===== src/rtl/uart_pkg.sv =====
// Shared definitions for the byte-level UART receiver.
// Latency: n/a (types, constants and a helper function only).
// Backpressure: n/a.
package uart_pkg;

  // Bit positions of the fields inside i_setup.
  localparam int SETUP_BAUD_MSB = 23;
  localparam int SETUP_PAR_EN   = 24;
  localparam int SETUP_PAR_ODD  = 25;

  localparam int CNT_W            = SETUP_BAUD_MSB + 1;
  localparam int CLKS_MIN_DEFAULT = 4;

  typedef enum logic [2:0] {
    ST_IDLE,
    ST_START,
    ST_DATA,
    ST_PARITY,
    ST_STOP,
    ST_WAIT_IDLE
  } rx_state_t;

  // Line configuration captured on the start edge of each frame.
  typedef struct packed {
    logic             par_odd;
    logic             par_en;
    logic [CNT_W-1:0] baud;
  } rx_cfg_t;

  // Very small divisors cannot place a mid-bit sample; raise them to the floor.
  function automatic logic [CNT_W-1:0] clamp_baud(input logic [CNT_W-1:0] b,
                                                 input logic [CNT_W-1:0] lo);
    return (b < lo) ? lo : b;
  endfunction

endpackage


===== src/rtl/sync_2ff.sv =====
// Generic two-flop synchroniser for a single asynchronous input.
// Latency: 2 i_clk cycles from input to o_q.
// Backpressure: none; free-running.
// Ports: i_clk clock, n_rst async active-low reset (flops load RST_VAL),
//        i_d asynchronous input, o_q synchronised output.
module sync_2ff #(
  parameter logic RST_VAL = 1'b0
) (
  input  logic i_clk,
  input  logic n_rst,
  input  logic i_d,
  output logic o_q
);

  logic meta;

  always_ff @(posedge i_clk or negedge n_rst) begin
    if (!n_rst) begin
      meta <= RST_VAL;
      o_q  <= RST_VAL;
    end else begin
      meta <= i_d;
      o_q  <= meta;
    end
  end

endmodule


===== src/rtl/uart_byte_rx.sv =====
// UART byte receiver: 8 data bits, optional odd/even parity, one stop bit.
// Latency: o_wr pulses one cycle after the stop-bit sample.
// Backpressure: none; every o_wr must be consumed by the downstream block.
// Ports: i_clk clock, n_btn_rst async active-low reset, i_setup baud/parity config,
//        i_uart_rx raw line (idle high), o_wr byte strobe, o_data byte,
//        o_frame_err / o_parity_err (valid with o_wr), o_break level.
module uart_byte_rx
  import uart_pkg::*;
#(
  parameter int CLKS_MIN = CLKS_MIN_DEFAULT
) (
  input  logic        i_clk,
  input  logic        n_btn_rst,
  input  logic [30:0] i_setup,
  input  logic        i_uart_rx,
  output logic        o_wr,
  output logic [7:0]  o_data,
  output logic        o_frame_err,
  output logic        o_parity_err,
  output logic        o_break
);

  localparam logic [CNT_W-1:0] CLKS_MIN_V = CNT_W'(CLKS_MIN);

  logic rx_s;

  sync_2ff #(.RST_VAL(1'b1)) u_sync (
    .i_clk (i_clk),
    .n_rst (n_btn_rst),
    .i_d   (i_uart_rx),
    .o_q   (rx_s)
  );

  // Reserved setup bits are deliberately ignored.
  logic unused_setup;
  assign unused_setup = ^i_setup[30:26];

  rx_state_t        state, state_nxt;
  rx_cfg_t          cfg, cfg_nxt;
  logic [CNT_W-1:0] cnt, cnt_nxt;
  logic [7:0]       shreg, shreg_nxt;
  logic [2:0]       bit_idx, bit_idx_nxt;
  logic             par_bit, par_bit_nxt;
  logic             par_err, par_err_nxt;
  logic             wr_nxt, frame_err_nxt, parity_err_nxt, break_nxt;
  logic [7:0]       data_nxt;
  logic [CNT_W-1:0] baud_in;
  logic             expired;

  assign baud_in = clamp_baud(i_setup[SETUP_BAUD_MSB:0], CLKS_MIN_V);
  assign expired = (cnt == '0);

  always_ff @(posedge i_clk or negedge n_btn_rst) begin
    if (!n_btn_rst) begin
      state        <= ST_IDLE;
      cfg          <= '{par_odd: 1'b0, par_en: 1'b0, baud: CLKS_MIN_V};
      cnt          <= '0;
      shreg        <= '0;
      bit_idx      <= '0;
      par_bit      <= 1'b0;
      par_err      <= 1'b0;
      o_wr         <= 1'b0;
      o_data       <= '0;
      o_frame_err  <= 1'b0;
      o_parity_err <= 1'b0;
      o_break      <= 1'b0;
    end else begin
      state        <= state_nxt;
      cfg          <= cfg_nxt;
      cnt          <= cnt_nxt;
      shreg        <= shreg_nxt;
      bit_idx      <= bit_idx_nxt;
      par_bit      <= par_bit_nxt;
      par_err      <= par_err_nxt;
      o_wr         <= wr_nxt;
      o_data       <= data_nxt;
      o_frame_err  <= frame_err_nxt;
      o_parity_err <= parity_err_nxt;
      o_break      <= break_nxt;
    end
  end

  always_comb begin
    state_nxt      = state;
    cfg_nxt        = cfg;
    cnt_nxt        = cnt;
    shreg_nxt      = shreg;
    bit_idx_nxt    = bit_idx;
    par_bit_nxt    = par_bit;
    par_err_nxt    = par_err;
    wr_nxt         = 1'b0;
    data_nxt       = o_data;
    frame_err_nxt  = o_frame_err;
    parity_err_nxt = o_parity_err;
    break_nxt      = o_break;

    // Every bit-timed state counts down and acts only on expiry.
    if (state != ST_IDLE && state != ST_WAIT_IDLE && !expired) begin
      cnt_nxt = cnt - 1'b1;
    end

    unique case (state)
      ST_IDLE: begin
        if (!rx_s) begin
          // Config is frozen here so mid-frame setup writes cannot corrupt the frame.
          cfg_nxt.baud    = baud_in;
          cfg_nxt.par_en  = i_setup[SETUP_PAR_EN];
          cfg_nxt.par_odd = i_setup[SETUP_PAR_ODD];
          cnt_nxt         = (baud_in >> 1) - 1'b1;
          state_nxt       = ST_START;
        end
      end
      ST_START: begin
        if (expired) begin
          if (rx_s) begin
            state_nxt = ST_IDLE;            // line back high at mid-bit: glitch
          end else begin
            cnt_nxt     = cfg.baud - 1'b1;
            bit_idx_nxt = '0;
            state_nxt   = ST_DATA;
          end
        end
      end
      ST_DATA: begin
        if (expired) begin
          shreg_nxt = {rx_s, shreg[7:1]};   // LSB arrives first
          cnt_nxt   = cfg.baud - 1'b1;
          if (bit_idx == 3'd7) begin
            state_nxt = cfg.par_en ? ST_PARITY : ST_STOP;
          end else begin
            bit_idx_nxt = bit_idx + 3'd1;
          end
        end
      end
      ST_PARITY: begin
        if (expired) begin
          par_bit_nxt = rx_s;
          par_err_nxt = ((^shreg) ^ rx_s) != cfg.par_odd;
          cnt_nxt     = cfg.baud - 1'b1;
          state_nxt   = ST_STOP;
        end
      end
      ST_STOP: begin
        if (expired) begin
          wr_nxt         = 1'b1;
          data_nxt       = shreg;
          frame_err_nxt  = !rx_s;
          parity_err_nxt = cfg.par_en & par_err;
          if (rx_s) begin
            state_nxt = ST_IDLE;
          end else begin
            // An all-zero character with a low stop bit means the line is held low.
            if (shreg == 8'h00 && !(cfg.par_en && par_bit)) begin
              break_nxt = 1'b1;
            end
            state_nxt = ST_WAIT_IDLE;
          end
        end
      end
      ST_WAIT_IDLE: begin
        if (rx_s) begin
          break_nxt = 1'b0;
          state_nxt = ST_IDLE;
        end
      end
      default: state_nxt = ST_IDLE;
    endcase
  end

endmodule


===== config.mk =====
export PLATFORM = sky130hd
export DESIGN_NAME = uart_byte_rx
export DESIGN_NICKNAME = d
export VERILOG_FILES = /design/src/rtl/uart_pkg.sv /design/src/rtl/sync_2ff.sv /design/src/rtl/uart_byte_rx.sv
export SDC_FILE = /design/constraint.sdc
export NUM_CORES = 1
export LEC_CHECK = 0
export ABC_AREA = 1
export BUFFER_PORTS_ARGS = -buffer_cell sky130_fd_sc_hd__buf_2
export CORE_MARGIN = 1.5
export CORE_UTILIZATION = 37
export DETAILED_ROUTE_END_ITERATION = 16
export PLACE_DENSITY = 0.57
export SETUP_SLACK_MARGIN = 0.2
export SYNTH_ARGS = -nofsm -noshare
export SYNTH_HDL_FRONTEND = slang
export SYNTH_SLANG_ARGS = --single-unit

===== constraint.sdc =====
create_clock -name i_clk -period 1.7 [get_ports i_clk]
set_input_delay 0.34 -clock i_clk [delete_from_list [all_inputs] [get_ports i_clk]]
set_output_delay 0.34 -clock i_clk [all_outputs]
set_load 0.02 [all_outputs]

==> flow_summary.ini <==
[outcome]
status = complete, but fails checks
violations = setup timing

[clock_network]
cts_tree = done
htreeDepth = 3
clockBufferDepth = 2
cts-root-buf = clkbuf_16
clock_latency_ns = 0.36
numCtsBuffers = 9
clkSinkCount = 80
cts.clk_slew.worst_paths_ns = 0.07

[finish]
fin_util_pct = 62.9
final_area_mm2 = 0.00956
instances_no_fill = 1285
n_antenna_cell = 0
drive_gt1_share_pct = 49.3
area_delta_synth_final_pct = 66.3
final_nets = 1136

[pwr]
powerDensity_mw_per_mm2 = 1540
power.leakage_nw = 4.40
p_int_mw = 8.23
clkPwrFrac_pct = 15.3
p_comb_share_pct = 63.1
total_power_mw = 14.7
power.switching_mw = 6.45
swShare_pct = 43.9
ir_drop_v = 0.000759
seq_power_share_pct = 21.6

[critical_path]
path_cells = nor2_2 -> nand2_2 -> nor2_4 -> nand3_4 -> buf_6 -> buf_8 -> clkinv_8 -> nand2_2 -> o21ai_2 -> o21a_1 -> o21ai_2 -> nand2_1 -> o21ai_1
r2r_slack_ns = -0.26
cp.required_ns = 1.95
crit_path_end_kind = flop
critPathLaunchType = flop
crit_arrival_ns = 2.21
worstPathMaxFanout = 3
critPathSlowestCell = dfrtp_1
ff2ff_path_depth = 13
crit_type = flop to flop
r2r_end = bit_idx[0]
max_stage_delay_ns = 0.39
crit_start = cnt[11]
reg2reg_from = cnt[11]

[min_path]
holdCritPathClass = primary input to flop
min_from = i_uart_rx
holdPathStages = 1
holdPathEnd = u_sync.meta

[sta]
maxSlewViolCount = 0
fin_crit_sh_pct = 115
post-route-min-period_ns = 1.96
final.setup.worst_slack_ns = -0.258
finalHoldViolations = 0
hold-worst-slack_ns = 0.0747
worst_pin_slew_ns = 0.422
clock-skew-final_ns = 0.00767
slew_headroom_pct = 71.8
rsz0062_at_grt = true
fmax_mhz = 511
report.final.setup_viol = 61

[detailed_routing]
dr.pass1.iters = 5
dr_wl_met2_mm = 9.86
antenna_left = 0
dr_total_vias = 6446
wl_met3_um = 925
drt_iter0_drc = 455
vias_per_cell = 5.02
drc = 0
dr.max_layer_used = met4
wl_per_cell_um = 16.5
m1WireLength_mm = 9.98
drt-total-wl_mm = 21.2

[synthesis]
synth.area.mux_share_pct = 0.392
synth_warnings = 0
synth_fa_ha_area_share_pct = 2.18
synthSimpleGateAreaFrac_pct = 36.9
synth_area_per_cell_um2 = 6.98
synth_xor_area_share_pct = 6.40
synth_compound_area_share_pct = 11.1
synthesis.nets = 867
yosysSeqAreaShare_pct = 34.9
synth.cell_area_mm2 = 0.00575
synth_top_family_by_area = simple AND/OR/NAND/NOR gates
synth-main-ff-cell = dfrtp_1
synth_cell_types = 48
netlist_instances = 823
synth-edff-count = 0
async_flop_share_pct = 100
ys_seq_elements = 80

[floorplan]
row_count = 45
die-area_mm2 = 0.0163
fp.dieH_um = 128
io_pins = 46
core_mm2 = 0.0152
start_util_pct = 37.8
die_w_um = 128

[placed_design]
portBuffers = 40
routabilityCongestion = 0.949
place_hpwl_mm = 15.2
dpl-instance-area_mm2 = 0.00770
placed_cells = 1216

[global_route]
grt_pass1_vias = 5987
grt_pass1_wl_mm = 31.7
grt_max_degree = 28
antenna_found_initial = 0
grt_use_total_pct = 25.6
grt_remaining_overflow = 0

[job]
max-cap-violations = 0
-- flip-flops by register name, indices dropped and copies added, names as in the netlist, 3 cells and up --
name,cells
state,3
cnt,24
cfg,26
shreg,8
o_data,8
bit_idx,3
-- cell usage after synthesis, types with 2 or more instances --
library cell / instances / area, µm²
nand3b_1: 3 / 22.5
nand2_2: 10 / 62.6
o21bai_1: 4 / 30.0
nand3_1: 54 / 270
nand2_4: 3 / 33.8
nand2_1: 221 / 830
nand3_2: 4 / 40.0
clkbuf_1: 7 / 26.3
nor4_1: 3 / 18.8
inv_2: 9 / 33.8
dfstp_2: 3 / 78.8
o21ai_0: 57 / 285
nor3_1: 13 / 65.1
o21a_1: 2 / 15.0
inv_1: 91 / 342
dfrtp_1: 77 / 1930
a211oi_1: 3 / 22.5
nor2_1: 94 / 353
o22ai_1: 5 / 31.3
nor3_4: 2 / 32.5
nand4_1: 19 / 119
buf_2: 7 / 35.0
nor3_2: 3 / 30.0
ha_1: 10 / 125
or2_2: 2 / 12.5
o211ai_1: 5 / 37.5
a21oi_1: 14 / 70.1
xnor2_1: 7 / 61.3
xor2_1: 35 / 307
nor2_4: 9 / 101
nor2_2: 14 / 87.6
o21ai_1: 16 / 80.1
or2_1: 2 / 12.5
-- how the worst max path moves through the flow --
| stage | slack, ns | endpoint | depth (start not counted) |
|---|---|---|---|
| 3_3_place_gp | -0.56 | cnt[20] | 18 |
| 6_report | -0.26 | bit_idx[0] | 13 |
| 2_1_floorplan | -0.38 | cnt[20] | 17 |
| 5_1_grt | -0.38 | bit_idx[2] | 14 |
| 4_1_cts | -0.23 | cnt[3] | 9 |
| 3_5_place_dp | -0.60 | cnt[20] | 18 |
-- logic make-up (layout without fill, tap and decap cells) --
logic type                 Yosys count  in the layout
AOI/OAI and AO/OA                  113            113
adders and majority gates           10             10
buffers and inverters              117            387
muxes                                2              2
and+or+nand+nor                    459            463
xor gates and xnor gates            42             42
DFF                                 80             80
-- power groups by stage --
stage	clock network, mW	logic (mW)	registers (mW)
2_1_floorplan	0	3.74	3.05
3_3_place_gp	0	6.80	3.12
3_5_place_dp	0	6.86	3.12
4_1_cts	2.29	8.22	3.12
5_1_grt	2.34	9.95	3.24
6_report	2.25	9.27	3.17
-- placed cells by master, fill, tap and decap left out, types with 19 or more instances in the layout --
master and instances:
buf_2 39, buf_4 189, buf_6 25, dfrtp_1 75
inv_1 79, nand2_1 148, nand2_2 57, nand2_4 25
nand3_1 39, nand4_1 19, nor2_1 62, nor2_2 23
nor2_4 32, o21ai_1 34, o21ai_2 28, xor2_1 30
-- critical path: cells and delay by family, from the launching register on --
family	cells	cell delay (ns)
AO/OA/AOI/OAI	4	0.40
buffers and inverters	3	0.32
flip-flops	1	0.39
AND/OR/NAND/NOR	6	0.73
-- layout make-up --
| type | instances | area [µm²] |
|---|---|---|
| clock buffers | 9 | 225 |
| clock inverters | 7 | 109 |
| fillers | 1337 | 5650 |
| inverters | 101 | 419 |
| multi-input cells | 630 | 4330 |
| flip-flops and latches | 80 | 2010 |
| well taps | 188 | 235 |
| repair buffers | 270 | 2230 |
-- metal layers --
layer  GRT usage, %  up-vias
met2           40.2      170
met5              0        -
li1               -     3194
met4           7.53        0
met3           3.35       30
met1           36.9     3052
-- what timing repair did --
action | in CTS | in global routing
resized for setup | 166 | 137
hold buffers | 1 | 0
setup buffers | 27 | 18
gates cloned | 2 | 5
endpoints found under the setup margin | 68 | 76
endpoints found under the hold margin | 21 | 0
pin swaps | 57 | 73
-- through the flow --
| step | worst slack, ns | setup TNS [ns] |
|---|---|---|
| after floorplan | -0.378 | -1.72 |
| after global placement | -0.556 | -8.44 |
| after detailed placement | -0.602 | -9.13 |
| after CTS | -0.229 | -4.37 |
| after global routing | -0.376 | -14.47 |
| final | -0.258 | -9.07 |
Note: power is estimated with default switching activity, not from simulation.
